### config.mk
export PLATFORM = sky130hd
export DESIGN_NAME = imm_ext_arbiter_flat
export DESIGN_NICKNAME = d
export VERILOG_FILES = /design/src/rtl/imm_ext_if.sv /design/src/rtl/imm_ext_arbiter.sv /design/src/flat_wrapper.sv
export SDC_FILE = /design/constraint.sdc
export NUM_CORES = 1
export LEC_CHECK = 0
export CAP_MARGIN = 20
export CORE_MARGIN = 8
export CORE_UTILIZATION = 35
export CTS_CLUSTER_DIAMETER = 150
export CTS_CLUSTER_SIZE = 14
export DETAILED_ROUTE_END_ITERATION = 10
export GPL_TIMING_DRIVEN = 0
export PLACE_DENSITY = 0.83
export RECOVER_POWER = 50
export SETUP_SLACK_MARGIN = 0.5
export SLEW_MARGIN = 20
export SYNTH_ARGS = -nofsm -noshare
export SYNTH_HDL_FRONTEND = slang
export SYNTH_SLANG_ARGS = --single-unit
### constraint.sdc
create_clock -name clk -period 2.7 [get_ports clk]
set_input_delay 0.54 -clock clk [delete_from_list [all_inputs] [get_ports clk]]
set_output_delay 0.54 -clock clk [all_outputs]
set_load 0.02 [all_outputs]
### src/rtl/imm_ext_if.sv
// imm_ext_if: request/result bus between the per-slot decoders and the
// shared immediate extender. The slave modport is the extender's view.
interface imm_ext_if #(
    parameter int NUM_SLOTS = 4,
    parameter int SLOT_W    = $clog2(NUM_SLOTS)
);
    logic [NUM_SLOTS-1:0]    req_valid;
    logic [NUM_SLOTS-1:0]    req_ready;
    logic [11*NUM_SLOTS-1:0] req_imm;
    logic [2*NUM_SLOTS-1:0]  req_mode;
    logic                    out_valid;
    logic                    out_ready;
    logic [31:0]             out_data;
    logic [SLOT_W-1:0]       out_slot;

    modport master (
        output req_valid, req_imm, req_mode, out_ready,
        input  req_ready, out_valid, out_data, out_slot
    );

    modport slave (
        input  req_valid, req_imm, req_mode, out_ready,
        output req_ready, out_valid, out_data, out_slot
    );
endinterface

### src/rtl/imm_ext_arbiter.sv
// imm_ext_arbiter: round-robin arbitration of NUM_SLOTS immediate-extension
// requests onto one extender with a single registered output stage.
// Optional feature macro: IMM_EXT_MODE_CHECK_EN -- mode 2'b11 yields zero data
// and raises the sticky err_mode flag; when undefined, mode 2'b11 acts as zext8
// and the err_mode port does not exist.
module imm_ext_arbiter #(
    parameter int NUM_SLOTS = 4,
    parameter int SLOT_W    = $clog2(NUM_SLOTS)
) (
    input  logic     clk,
    input  logic     reset,
    imm_ext_if.slave bus
`ifdef IMM_EXT_MODE_CHECK_EN
    ,
    output logic     err_mode
`endif
);

    typedef enum logic {EMPTY = 1'b0, FULL = 1'b1} state_t;

    state_t              state_q, state_d;
    logic [31:0]         data_q, data_d;
    logic [SLOT_W-1:0]   slot_q, slot_d;
    logic [SLOT_W-1:0]   rr_ptr_q, rr_ptr_d;

    logic                found_s;
    logic [SLOT_W-1:0]   win_s;
    logic [SLOT_W:0]     scan_s;
    logic                can_accept_s;
    logic                xfer_s;
    logic [NUM_SLOTS-1:0] ready_s;
    logic [10:0]         win_imm_s;
    logic [1:0]          win_mode_s;

    // Extend an 11-bit immediate field according to its 2-bit mode.
    function automatic logic [31:0] extend_imm(input logic [10:0] imm, input logic [1:0] mode);
        logic [31:0] res;
        case (mode)
            2'b00:   res = {{24{imm[7]}}, imm[7:0]};
            2'b01:   res = {{21{imm[10]}}, imm[10:0]};
            2'b10:   res = {24'h000000, imm[7:0]};
`ifdef IMM_EXT_MODE_CHECK_EN
            2'b11:   res = 32'h00000000;
`else
            2'b11:   res = {24'h000000, imm[7:0]};
`endif
            default: res = 32'h00000000;
        endcase
        return res;
    endfunction

    // Round-robin scan: first valid slot at or after rr_ptr, wrapping.
    always_comb begin
        found_s = 1'b0;
        win_s   = '0;
        scan_s  = '0;
        for (int k = 0; k < NUM_SLOTS; k++) begin
            scan_s = {1'b0, rr_ptr_q} + (SLOT_W+1)'(k);
            if (scan_s >= (SLOT_W+1)'(NUM_SLOTS)) begin
                scan_s = scan_s - (SLOT_W+1)'(NUM_SLOTS);
            end else begin
                scan_s = scan_s;
            end
            if (!found_s && bus.req_valid[scan_s[SLOT_W-1:0]]) begin
                found_s = 1'b1;
                win_s   = scan_s[SLOT_W-1:0];
            end else begin
                found_s = found_s;
            end
        end
    end

    // Grant: only the winner sees ready, and only when the output slot frees up.
    always_comb begin
        ready_s      = '0;
        can_accept_s = (state_q == EMPTY) || bus.out_ready;
        xfer_s       = found_s && can_accept_s && !reset;
        if (xfer_s) begin
            ready_s[win_s] = 1'b1;
        end else begin
            ready_s = '0;
        end
        win_imm_s  = bus.req_imm[11*int'(win_s) +: 11];
        win_mode_s = bus.req_mode[2*int'(win_s) +: 2];
    end

    assign bus.req_ready = ready_s;
    assign bus.out_valid = (state_q == FULL);
    assign bus.out_data  = data_q;
    assign bus.out_slot  = slot_q;

`ifdef IMM_EXT_MODE_CHECK_EN
    logic err_q, err_d;
    assign err_mode = err_q;

    // Sticky flag: any accepted reserved-mode request latches it until reset.
    always_comb begin
        if (xfer_s && (win_mode_s == 2'b11)) begin
            err_d = 1'b1;
        end else begin
            err_d = err_q;
        end
    end

    // Error flag register.
    always_ff @(posedge clk) begin
        if (reset) begin
            err_q <= 1'b0;
        end else begin
            err_q <= err_d;
        end
    end
`endif

    // Output-stage FSM next state plus result/pointer updates.
    always_comb begin
        state_d  = state_q;
        data_d   = data_q;
        slot_d   = slot_q;
        rr_ptr_d = rr_ptr_q;
        case (state_q)
            EMPTY: begin
                if (xfer_s) begin
                    state_d = FULL;
                end else begin
                    state_d = EMPTY;
                end
            end
            FULL: begin
                if (xfer_s) begin
                    state_d = FULL;
                end else if (bus.out_ready) begin
                    state_d = EMPTY;
                end else begin
                    state_d = FULL;
                end
            end
            default: state_d = EMPTY;
        endcase
        if (xfer_s) begin
            data_d = extend_imm(win_imm_s, win_mode_s);
            slot_d = win_s;
            if (win_s == SLOT_W'(NUM_SLOTS-1)) begin
                rr_ptr_d = '0;
            end else begin
                rr_ptr_d = win_s + SLOT_W'(1);
            end
        end else begin
            data_d   = data_q;
            slot_d   = slot_q;
            rr_ptr_d = rr_ptr_q;
        end
    end

    // State, output register and round-robin pointer.
    always_ff @(posedge clk) begin
        if (reset) begin
            state_q  <= EMPTY;
            data_q   <= 32'h00000000;
            slot_q   <= '0;
            rr_ptr_q <= '0;
        end else begin
            state_q  <= state_d;
            data_q   <= data_d;
            slot_q   <= slot_d;
            rr_ptr_q <= rr_ptr_d;
        end
    end

endmodule

### src/flat_wrapper.sv
// flat-port wrapper written by rule: the top's interface ports become plain ports
module imm_ext_arbiter_flat 
#(
    parameter int NUM_SLOTS = 4,
    parameter int SLOT_W    = $clog2(NUM_SLOTS)
)
  (clk, reset, bus_req_valid, bus_req_imm, bus_req_mode, bus_out_ready, bus_req_ready, bus_out_valid, bus_out_data, bus_out_slot);
  imm_ext_if #(.NUM_SLOTS(NUM_SLOTS), .SLOT_W(SLOT_W)) bus_i ();
  input  logic clk;
  input  logic reset;
  input wire logic [$bits(bus_i.req_valid)-1:0] bus_req_valid;
  input wire logic [$bits(bus_i.req_imm)-1:0] bus_req_imm;
  input wire logic [$bits(bus_i.req_mode)-1:0] bus_req_mode;
  input wire logic [$bits(bus_i.out_ready)-1:0] bus_out_ready;
  output wire logic [$bits(bus_i.req_ready)-1:0] bus_req_ready;
  output wire logic [$bits(bus_i.out_valid)-1:0] bus_out_valid;
  output wire logic [$bits(bus_i.out_data)-1:0] bus_out_data;
  output wire logic [$bits(bus_i.out_slot)-1:0] bus_out_slot;
  assign bus_i.req_valid = bus_req_valid;
  assign bus_i.req_imm = bus_req_imm;
  assign bus_i.req_mode = bus_req_mode;
  assign bus_i.out_ready = bus_out_ready;
  assign bus_req_ready = bus_i.req_ready;
  assign bus_out_valid = bus_i.out_valid;
  assign bus_out_data = bus_i.out_data;
  assign bus_out_slot = bus_i.out_slot;
  imm_ext_arbiter #(.NUM_SLOTS(NUM_SLOTS), .SLOT_W(SLOT_W)) u_core (.clk(clk), .reset(reset), .bus(bus_i));
endmodule
==> flow_summary.json <==
{
  "drive_gt1_share_pct": 29.5,
  "power_w": 0.00129,
  "final_common_cell": "clkdlybuf4s50_1",
  "yosys.cell_types.count": 29,
  "drc": 0,
  "synth_compound_gate_area_share_pct": 10.3,
  "drv.max_cap_violation_count": 0,
  "rsz0062_at_grt": "true",
  "synth_seq_cells": 16,
  "postLayoutCellArea_mm2": 0.00272,
  "numPortBuffers": 96,
  "holdPathStages": 2,
  "diodes": 0,
  "drv_slew": 0,
  "p_seq_share_pct": 23.0,
  "ctsLongestPathBuffers": 2,
  "cts_buffers": 3,
  "via_count": 1455,
  "final_cell_mix": "clkdlybuf4s50_1, buf_4, mux2i_1, dlygate4sd3_1, dfxtp_1",
  "syn_avg_cell_area_um2": 9.03,
  "power.internal_w": 0.000843,
  "die_h_um": 78.6,
  "dp.cells": 296,
  "clkLatencyLatePin_ns": 0.24,
  "max_clock_freq_mhz": 405,
  "worst_hold_path_type": "reg2reg",
  "grt_max_degree": 24,
  "critPathMaxFanout": 9,
  "totalWireLength_um": 4620,
  "placed_area_mm2": 0.00246,
  "synth_top_family_by_area": "multiplexers",
  "yosysSeqAreaShare_pct": 23.3,
  "syn_to_final_growth_pct": 98.2,
  "h-tree-depth": 1,
  "cts_tree": "done",
  "grt_pass1_vias": 1562,
  "antenna_left": 0,
  "clk_pin_slew_ns": 0.06,
  "worstPathRequired_ns": 2.84,
  "drt_iter0_markers": 19,
  "rows": 22,
  "end_kind": "register",
  "relSlewSlack_pct": 52.5,
  "place.gp.congestion": 0.707,
  "ioPinCount": 98,
  "synth_cells": 152,
  "start_util_pct": 36.9,
  "antenna_found_initial": 0,
  "synth_xor_xnor_area_share_pct": 0,
  "dp_hpwl_um": 3600,
  "crit_type": "in2reg",
  "combPwrFrac_pct": 63.3,
  "instances_no_fill": 319,
  "fin_crit_ns": 2.47,
  "vdd_drop_max_uv": 294,
  "die_x_um": 78.6,
  "cts_root_buf": "clkbuf_8",
  "gr-total-overflow": 0,
  "die_area_mm2": 0.00618,
  "wire_per_inst_um": 14.5,
  "core_mm2": 0.00372,
  "finalHoldViolCount": 0,
  "switching_power_w": 0.000449,
  "layout.nets": 336,
  "fin_skew_ns": 0.00152,
  "worstSetupStartpointType": "primary input",
  "synth_simple_gate_area_share_pct": 11.1,
  "cp.arrival_ns": 2.60,
  "p_leak_nw": 1.21,
  "finalSetupViolations": 0,
  "fillCellCount": 290,
  "grt_pass1_wl_um": 7460,
  "clock-sinks": 16,
  "synth.net_count": 215,
  "whs_ns": 0.450,
  "yosys_warnings": 0,
  "drt_pass1_iterations": 5,
  "p_per_area_mw_per_mm2": 475,
  "worstRegToRegCells": 9,
  "synth.area.mux_share_pct": 32.6,
  "finalCritPeriodShare_pct": 91.4,
  "worst_pin_slew_ns": 0.712,
  "p_sw_share_pct": 34.7,
  "fin_util_pct": 73.2,
  "detail_route.vias_per_cell": 4.56,
  "power_frac_clock_pct": 13.6,
  "syn_area_mm2": 0.00137,
  "status": "finished, final reports clean",
  "track_usage_pct": 14.6,
  "synthAdderAreaFrac_pct": 3.65
}
==> worst max-delay path, stage by stage <==
cell and delay, ns:
buf_8 0.10, a21o_1 0.17, a21oi_1 0.14, o22a_2 0.20
buf_12 0.11, clkbuf_1 0.50, mux2i_1 0.19, mux2_4 0.33
mux2i_1 0.12, a22o_1 0.19
==> sequential cells by signal, indices dropped and copies added, names as in the netlist <==
register and flops:
u_core.bus.out_data 11, u_core.bus.out_slot 2, u_core.bus.out_valid 1, u_core.rr_ptr_q 2
==> per-layer routing <==
layer  up-vias  share of wire (%)  global-route usage [%]
met5         -                  0                       0
met4         0                  0                    2.22
met3         0                 14                    7.18
met2        76                 47                    26.1
met1       639                 39                    15.3
li1        740                  -                       -
==> power groups by stage <==
stage | combinational [W] | clock (W) | sequential [W]
after CTS | 0.000820 | 0.000179 | 0.000300
final | 0.000818 | 0.000176 | 0.000297
after global placement | 0.000741 | 0 | 0.000301
after detailed placement | 0.000748 | 0 | 0.000304
after floorplan | 0.000430 | 0 | 0.000330
after global routing | 0.000880 | 0.000193 | 0.000304
==> metrics by stage <==
stage          TNS (ns)  worst slack, ns
2_1_floorplan         0            0.466
3_3_place_gp      -3.07           -0.774
3_5_place_dp      -3.01           -0.756
4_1_cts               0            0.287
5_1_grt               0            0.124
6_report              0            0.231
==> layout make-up <==
cell class	count	area, um^2	area share, %
buffer	30	263	9.66
clock buffer	3	41.3	1.52
inverter	5	33.8	1.24
multi-input combinational	101	882	32.4
sequential	16	323	11.9
tap	48	60.1	2.21
timing repair buffer	116	1120	41.1
==> worst paths after layout <==
check	start	slack, ns	to
worst max register to register	u_core.rr_ptr_q[1]	0.29	u_core.bus.out_data[30]
worst min-delay path	u_core.bus.out_data[0]	0.45	u_core.bus.out_data[0]
worst max-delay path	bus_req_valid[0]	0.23	u_core.bus.out_data[30]
worst min register to register	u_core.bus.out_data[0]	0.45	u_core.bus.out_data[0]
==> what timing repair did <==
action,4_1_cts,5_1_grt
gates resized for setup,53,6
setup buffers,18,2
pin swaps,7,4
hold buffers,0,0
endpoints found under the setup margin,37,26
==> synthesized netlist by cell type <==
library cell	n	share of area (%)
o21ai_1	1	0.36
a22o_1	3	1.9
a21oi_1	10	3.6
nand2b_1	2	0.91
o22ai_1	2	0.91
a211oi_1	1	0.55
and2b_1	1	0.55
inv_1	3	0.82
buf_4	22	12
a21o_1	1	0.55
and2_1	4	1.8
mux2_4	2	2.2
buf_8	1	1.1
mux2_1	3	2.5
mux2i_1	35	26
clkbuf_1	3	0.82
dfxtp_1	16	23
nand2_1	13	3.6
buf_2	2	0.73
inv_2	2	0.55
nor2b_1	2	0.91
nor2_1	8	2.2
nor4_1	1	0.46
buf_12	2	2.9
o211ai_1	3	1.6
nor3_2	1	0.73
mux2_2	3	2.5
ha_1	4	3.6
o22a_2	1	0.73
==> kinds of logic after synthesis <==
family                     after synthesis
adders and majority gates                4
DFF                                     16
muxes                                   43
and+or+nand+nor                         32
AOI/OAI and AO/OA                       22
buffers and inverters                   35
Power figures use the tool's default switching activity.
